### config.mk
export PLATFORM = sky130hd
export DESIGN_NAME = reg8_load_arbiter_flat
export DESIGN_NICKNAME = d
export VERILOG_FILES = /design/src/rtl/reg8_load_arbiter_if.sv /design/src/rtl/reg8_load_arbiter.sv /design/src/flat_wrapper.sv
export SDC_FILE = /design/constraint.sdc
export NUM_CORES = 1
export LEC_CHECK = 0
export BUFFER_PORTS_ARGS = -buffer_cell sky130_fd_sc_hd__buf_2
export CAP_MARGIN = 0
export CORE_AREA = 2 2 56 58
export DETAILED_ROUTE_END_ITERATION = 10
export DIE_AREA = 0 0 58 60
export PLACE_DENSITY = 0.7
export RECOVER_POWER = 50
export SLEW_MARGIN = 10
export SYNTH_ARGS = -nofsm -noshare
export SYNTH_HDL_FRONTEND = slang
export SYNTH_SLANG_ARGS = --single-unit
### constraint.sdc
create_clock -name clk -period 1.8 [get_ports clk]
set_input_delay 0.36 -clock clk [delete_from_list [all_inputs] [get_ports clk]]
set_output_delay 0.36 -clock clk [all_outputs]
set_load 0.01 [all_outputs]
### src/rtl/reg8_load_arbiter_if.sv
// reg8_load_arbiter_if: request/grant and register-load bundle between requesters and the arbiter
//   en     arbitration enable (requester side drives)
//   req    per-requester request bits
//   data   packed write data, requester i at [i*W +: W]
//   gnt    one-hot grant pulse during LOAD
//   pl     parallel-load strobe to the shared register
//   di_out data presented to the register
//   owner  id of the most recently granted requester
//   busy   high while LOAD or GUARD is in progress
interface reg8_load_arbiter_if #(
    parameter int N   = 4,
    parameter int W   = 8,
    parameter int IDW = 2
);
    logic           en;
    logic [N-1:0]   req;
    logic [N*W-1:0] data;
    logic [N-1:0]   gnt;
    logic           pl;
    logic [W-1:0]   di_out;
    logic [IDW-1:0] owner;
    logic           busy;
    modport master(output en, req, data, input gnt, pl, di_out, owner, busy);
    modport slave(input en, req, data, output gnt, pl, di_out, owner, busy);
endinterface

### src/rtl/reg8_load_arbiter.sv
// reg8_load_arbiter: round-robin arbiter sequencing loads of one shared parallel-load register
//   clk    rising-edge clock shared with the register
//   rst_n  synchronous active-low reset
//   bus    slave side of reg8_load_arbiter_if (en/req/data in; gnt/pl/di_out/owner/busy out)
module reg8_load_arbiter #(
    parameter int N     = 4,
    parameter int W     = 8,
    parameter int IDW   = 2,
    parameter int GUARD = 1
) (
    input logic               clk,
    input logic               rst_n,
    reg8_load_arbiter_if.slave bus
);
    typedef enum logic [1:0] {IDLE, LOAD, GUARD_ST} state_t;
    state_t         state, state_nxt;
    logic [IDW-1:0] ptr, win, owner_q;
    logic [W-1:0]   di_q;
    logic [3:0]     cnt;
    logic           found, take;

    // ptr and k are both below N, so one conditional subtract is a full mod-N wrap
    function automatic logic [IDW-1:0] wrap(input int v);
        return IDW'(v >= N ? v - N : v);
    endfunction

    // first requester at or after ptr, ascending with wrap
    always_comb begin
        found = 1'b0;
        win   = ptr;
        for (int k = 0; k < N; k++) begin
            if (!found && bus.req[wrap(int'(ptr) + k)]) begin
                found = 1'b1;
                win   = wrap(int'(ptr) + k);
            end
        end
    end

    always_comb begin
        take      = (state == IDLE) && bus.en && found;
        state_nxt = (state == IDLE) ? (take ? LOAD : IDLE) :
                    (state == LOAD) ? GUARD_ST :
                    (cnt == 4'd0)   ? IDLE : GUARD_ST;
    end

    always_ff @(posedge clk) begin
        if (!rst_n) begin
            state   <= IDLE;
            ptr     <= '0;
            cnt     <= '0;
            di_q    <= '0;
            owner_q <= '0;
        end else begin
            state <= state_nxt;
            cnt   <= (state == LOAD) ? 4'(GUARD - 1) : (state == GUARD_ST) ? cnt - 4'd1 : cnt;
            if (take) begin
                di_q    <= bus.data[win*W +: W];
                owner_q <= win;
                ptr     <= wrap(int'(win) + 1);
            end
        end
    end

    // Moore outputs: decoded only from registered state and owner
    assign bus.pl     = (state == LOAD);
    assign bus.busy   = (state != IDLE);
    assign bus.gnt    = (state == LOAD) ? N'(1) << owner_q : '0;
    assign bus.di_out = di_q;
    assign bus.owner  = owner_q;
endmodule

### src/flat_wrapper.sv
// flat-port wrapper written by rule: the top's interface ports become plain ports
module reg8_load_arbiter_flat 
#(
    parameter int N     = 4,
    parameter int W     = 8,
    parameter int IDW   = 2,
    parameter int GUARD = 1
)
  (clk, rst_n, bus_en, bus_req, bus_data, bus_gnt, bus_pl, bus_di_out, bus_owner, bus_busy);
  reg8_load_arbiter_if #(.N(N), .W(W), .IDW(IDW)) bus_i ();
  input logic clk;
  input logic rst_n;
  input wire logic [$bits(bus_i.en)-1:0] bus_en;
  input wire logic [$bits(bus_i.req)-1:0] bus_req;
  input wire logic [$bits(bus_i.data)-1:0] bus_data;
  output wire logic [$bits(bus_i.gnt)-1:0] bus_gnt;
  output wire logic [$bits(bus_i.pl)-1:0] bus_pl;
  output wire logic [$bits(bus_i.di_out)-1:0] bus_di_out;
  output wire logic [$bits(bus_i.owner)-1:0] bus_owner;
  output wire logic [$bits(bus_i.busy)-1:0] bus_busy;
  assign bus_i.en = bus_en;
  assign bus_i.req = bus_req;
  assign bus_i.data = bus_data;
  assign bus_gnt = bus_i.gnt;
  assign bus_pl = bus_i.pl;
  assign bus_di_out = bus_i.di_out;
  assign bus_owner = bus_i.owner;
  assign bus_busy = bus_i.busy;
  reg8_load_arbiter #(.N(N), .W(W), .IDW(IDW), .GUARD(GUARD)) u_core (.clk(clk), .rst_n(rst_n), .bus(bus_i));
endmodule
==> results of run 1 <==
==> layer usage <==
metal  vias up  global-route usage
met3         5             0.02597
met2        48              0.2857
li1        564                   -
met1       499              0.1640
met4         0             0.05980
met5         -                   0
==> worst min-delay path, cell delays in order <==
cell,delay (ns)
buf_2,0.07
mux2i_1,0.05
o221ai_1,0.13
==> state kept, by name, indices dropped and copies added (netlist names) <==
register / cells
u_core.cnt: 4
u_core.ptr: 2
u_core.state: 2
u_core.bus.owner: 2
u_core.bus.di_out: 8
==> where the power goes <==
part / internal (mW) / switching [mW]
clock network: 0.124 / 0.132
logic: 0.182 / 0.178
registers: 0.441 / 0.0420
==> what timing repair did <==
item | CTS | global route
setup endpoints to repair | 3 | 3
endpoints found under the hold margin | 0 | 0
pin swaps | 0 | 0
resized for setup | 1 | 1
==> logic make-up after synthesis <==
kind of cell,count (synthesis),share of synthesized area
compound gates,28,0.1993
mux,18,0.1653
xor+xnor,1,0.007929
flops,18,0.3262
fa+ha+maj,2,0.02265
simple gates,42,0.2084
buf+inv,13,0.07021
==> Yosys cell counts (all sizes together), types with 3 or more instances <==
| library cell | n |
|---|---|
| nand2b | 4 |
| mux2i | 16 |
| and2 | 3 |
| inv | 7 |
| o221ai | 8 |
| nor2b | 4 |
| buf | 4 |
| nor2 | 4 |
| a21oi | 6 |
| nand2 | 11 |
| dfxtp | 18 |
| nand3 | 8 |
==> through the flow <==
step | power (mW) | hold slack [ns]
4_1_cts | 1.118 | 0.3356
5_1_grt | 1.165 | 0.3503
3_5_place_dp | 0.8620 | 0.4713
6_report | 1.098 | 0.3431
2_1_floorplan | 0.7352 | 0.5030
3_3_place_gp | 0.8504 | 0.4629
==> final cells by class <==
class	count	area (um^2)
fill	289	1464
clock buffer	4	36.28
timing repair buffer	58	300.3
tap	33	41.29
multi-input combinational	91	674.4
inverter	7	26.28
sequential	18	360.3
==> how the worst max path moves through the flow <==
stage,slack [ns],cells past startpoint,to,start
finish,0.14,3,bus_gnt[0],u_core.state[0]
global route,0.04,6,u_core.bus.di_out[6],u_core.ptr[1]
CTS,0.006,3,bus_gnt[0],u_core.state[0]
detailed placement,0.02,6,u_core.bus.di_out[0],bus_req[0]
global placement,0.06,6,u_core.bus.di_out[0],bus_req[0]
floorplan,0.25,6,u_core.bus.di_out[0],bus_req[0]
==> out/qor.yml, run 1 <==
post-place-ws_ns: 0.02122
firstDrtPassIters: 4
grt_pass1_wl_um: 4050
crit_type: "reg2out"
setup_viol: 0
reg2reg_slack_ns: 0.16
drc: 0
tns_ns: 0
totalWireLength_um: 2563
core_region_area_um2: 2903
drive_gt1_frac: 0.3371
finalCritPeriodShare: 0.9222
tightest_slew_ns: 0.4070
stdcell_count: 211
syn_nets: 163
dr.max_layer_used: "met4"
ys_warn_count: 0
io-pin-count: 55
core.rowCount: 20
cts_buffers: 3
dieArea_um2: 3480
cts_sinks: 18
insertion_delay_ns: 0.30
final_common_cell: "buf_2"
end_kind: "output port"
start_util: 0.3806
via_count: 1116
slew_headroom: 0.7269
cts_setup_buffers: 0
hold_start: "bus_data[0]"
grt_usage: 0.1502
hold_buffers: 0
leakage_nw: 0.6483
clockRootBuffer: "clkbuf_4"
yosysUniqueCellTypes: 38
fp.dieH_um: 60
hold_viol_final: 0
final_util: 0.4957
vias_per_cell: 5.289
grt_overflow: 0
status: "finished clean"
max_freq_ghz: 0.6024
fin_nets: 220
cp.required_ns: 1.44
final_max_slew_viol_count: 0
place_hpwl_um: 2013
timing.rr.end: "u_core.bus.di_out[7]"
p_per_area_nw_per_um2: 763.2
cp_max_fo: 7
whs_endpoint: "u_core.bus.di_out[0]"
synth_top_area_share: 0.3262
cts_tree: "built"
wl_per_cell_um: 12.15
port_buffers: 54
synth_edf_count: 0
dpl_cell_area_um2: 1415
cp-start-kind: "register"
ant_nets: 0
synth_area_um2: 1105
clk_path_buf_depth: 2
die_w_um: 58
worst_slack_ns: 0.1401
wl_met3_um: 192
syn_to_final_growth_pct: 30.24
wl_met1_um: 1077
critPathBufInv: 1
drt_iter0_drc: 13
r2r-start: "u_core.ptr[0]"
crit_family: "flip-flops"
htreeDepth: 1
period_minus_slack_ns: 1.660
hold_class: "in2reg"
synth_seq_cells: 18
antenna_found_initial: 0
drv_cap: 0
gp_congestion: 0.7243
critPathArrivalTime_ns: 1.30
wl_met2_um: 1251
post-place-cells: 207
final_area_um2: 1439
crit_chain: "nor2b_4 > nor3b_1 > buf_2"
mostFrequentLayoutCells: "buf_2 (44), dfxtp_1 (18), mux2i_1 (16)"
hold_depth: 3
worst_ir_drop_vdd_mv: 0.4983
synth_top_flop_cell: "dfxtp_1"
cts.clk_slew.worst_paths_ns: 0.11
yosys.area.top_type: "dfxtp_1"
synthTopCellsByArea: "dfxtp_1 (33%), mux2i_1 (14%), o221ai_1 (6.3%)"
grt_pass1_vias: 974
async_reset_ff_frac: 0
critical_path.slowest_cell: "dfxtp_1"
cpPeakStageDelay_ns: 0.44
diodes: 0
rsz0062_at_grt: "no"
rr_worst_depth: 6
synth_cells: 122
yosysSeqAreaShare: 0.3262
skew_ns: 0.009983
avgSynthCellArea_um2: 9.056
grt_max_degree: 20
Note: power is estimated with default switching activity, not from simulation.
==> inputs of run 2 (changes only) <==
==> constraint.sdc (replaced) <==
create_clock -name clk -period 1.8 [get_ports clk]
set_input_delay 0.09 -clock clk [delete_from_list [all_inputs] [get_ports clk]]
set_output_delay 0.09 -clock clk [all_outputs]
set_load 0.01 [all_outputs]
==> run 2 against run 1 <==
Utilization fell by 0.78 points. Count of clock-buffer cells in the layout down 1. Sequential power about the same. Clock power shrank 22%. Largest cell class unchanged.
==> out/qor.yml, run 2 (same netlist as run 1, synthesis figures left out) <==
vias_per_cell: 5.392  # +2.0%
core.rowCount: 20  # unchanged
hold_depth: 3  # unchanged
dpl_cell_area_um2: 1408  # -0.53%
ant_nets: 0  # unchanged
core_region_area_um2: 2903  # unchanged
cp_max_fo: 8  # +1
cts.clk_slew.worst_paths_ns: 0.10  # about the same
worst_ir_drop_vdd_mv: 0.4087  # -18%
cts_buffers: 3  # unchanged
clockRootBuffer: "clkbuf_4"
rr_worst_depth: 6  # unchanged
drt_iter0_drc: 31  # +18
grt_pass1_wl_um: 4298  # +6.1%
skew_ns: 0.001043  # -0.008940 ns
totalWireLength_um: 2661  # +3.8%
final_area_um2: 1416  # -1.6%
critPathLaunch: "u_core.ptr[1]"
combPwrFrac: 0.344  # +0.017
multiInputGateArea_um2: 674.4  # unchanged
grt_overflow: 0  # unchanged
crit_chain: "a21oi_1 > nor3b_1 > nor3_1 > buf_4 > nand2b_1 > o221ai_1"
max_freq_ghz: 0.6118  # +1.5%
cts_setup_buffers: 0  # unchanged
p_switching_mw: 0.3445  # -2.0%
diodes: 0  # unchanged
cp.required_ns: 2.01  # +0.57 ns
setup_viol: 0  # unchanged
crit_type: "reg2reg"
mostFrequentLayoutCells: "buf_2 (43), dfxtp_1 (18), mux2i_1 (16)"
critical_path.slowest_cell: "dfxtp_1"
cts_sinks: 18  # unchanged
clk_path_buf_depth: 2  # unchanged
whs_endpoint: "u_core.bus.di_out[0]"
p_seq_frac: 0.466  # +0.026
grt_usage: 0.1583  # +0.008072
swShare: 0.3306  # +0.01049
place_hpwl_um: 2087  # +3.7%
hold_buffers: 0  # unchanged
cts_tree: "built"
grt_max_degree: 20  # unchanged
slew_headroom: 0.7287  # +0.001877
start_util: 0.3806  # unchanged
io-pin-count: 55  # unchanged
rsz0062_at_grt: "no"
via_count: 1127  # +0.99%
firstDrtPassIters: 4  # unchanged
finalCritPeriodShare: 0.9081  # -0.01404
cts_resized: 0  # -1
pwr-share-clk: 0.191  # -0.041
seqCellArea_um2: 360.3  # unchanged
wl_per_cell_um: 12.73  # +4.8%
fin_nets: 219  # -0.45%
reg2reg_slack_ns: 0.17  # about the same
grt_pass1_vias: 1070  # +9.9%
final_common_cell: "buf_2"
p_per_area_nw_per_um2: 735.7  # -3.6%
syn_to_final_growth_pct: 28.20
hold_start: "bus_data[0]"
timing.rr.end: "u_core.bus.di_out[5]"
tightest_slew_ns: 0.4042  # -0.002796 ns
end_kind: "register"
antenna_found_initial: 0  # unchanged
largest_register_ffs: 8  # unchanged
htreeDepth: 1  # unchanged
fill_cells: 287  # -0.69%
insertion_delay_ns: 0.29  # about the same
drc: 0  # unchanged
critPathArrivalTime_ns: 1.84  # +0.54 ns
drive_gt1_frac: 0.3239  # -0.01322
port_buffers: 54  # unchanged
tns_ns: 0  # unchanged
cpPeakStageDelay_ns: 0.48  # +0.04 ns
leakage_nw: 0.6339  # -2.2%
dieArea_um2: 3480  # unchanged
internal_power_mw: 0.6976  # -6.6%
period_minus_slack_ns: 1.635  # -0.02528 ns
hold_viol_final: 0  # unchanged
fp.dieH_um: 60  # unchanged
gp_congestion: 0.7077  # -2.3%
hold_class: "in2reg"
status: "finished clean"
final_max_slew_viol_count: 0  # unchanged
cp-start-kind: "register"
drv_cap: 0  # unchanged
die_w_um: 58  # unchanged
r2r-start: "u_core.ptr[1]"
-- run 2: through the flow --
| stage | std cells | setup WS (ns) | utilization | hold WS, ns | power, mW |
|---|---|---|---|---|---|
| after floorplan | 122 | 0.3259 | - | 0.2898 | 0.7352 |
| after global placement | 206 | 0.2154 | 0.4849 | 0.3826 | 0.8452 |
| after detailed placement | 206 | 0.1830 | 0.4849 | 0.4171 | 0.8591 |
| after CTS | 209 | 0.1666 | 0.4927 | 0.1030 | 1.056 |
| after global routing | 209 | 0.06762 | 0.4879 | 0.1169 | 1.113 |
| final | 209 | 0.1654 | 0.4879 | 0.1065 | 1.042 |
-- run 2: how the worst max path moves through the flow --
stage	end	slack, ns	cells past startpoint
2_1_floorplan	u_core.bus.di_out[2]	0.33	7
3_3_place_gp	u_core.bus.di_out[0]	0.22	6
3_5_place_dp	u_core.bus.di_out[0]	0.18	6
4_1_cts	u_core.bus.di_out[0]	0.17	6
5_1_grt	u_core.bus.di_out[5]	0.07	5
6_report	u_core.bus.di_out[5]	0.17	6
-- run 2: power by group through the flow --
stage,sequential (mW),combinational [mW],clock (mW)
global route,0.492,0.394,0.227
finish,0.485,0.358,0.199
CTS,0.484,0.368,0.203
global placement,0.490,0.356,0
floorplan,0.492,0.243,0
detailed placement,0.492,0.367,0
-- run 2: area by class of cell --
| type | instances | share of cell area |
|---|---|---|
| repair buffers | 57 | 0.2058 |
| inverters | 7 | 0.01855 |
| flip-flops and latches | 18 | 0.2544 |
| multi-input cells | 91 | 0.4761 |
| well taps | 33 | 0.02915 |
| clock buffers | 3 | 0.01590 |
-- run 2: routing by layer --
layer / vias to the layer above / part of all wire / wire length [um] / GRT usage
met5: - / 0 / 0 / 0
met4: 0 / 0.026 / 68 / 0.06977
met3: 12 / 0.082 / 218 / 0.02381
met2: 61 / 0.49 / 1303 / 0.2971
met1: 495 / 0.40 / 1070 / 0.1757
li1: 559 / - / - / -
-- run 2: worst max-delay path: cells and delay by family, from the launching register on --
kind | cells | cell delay (ns)
AOI/OAI and AO/OA | 2 | 0.33
buffers and inverters | 1 | 0.16
and+or+nand+nor | 3 | 0.59
DFF | 1 | 0.48
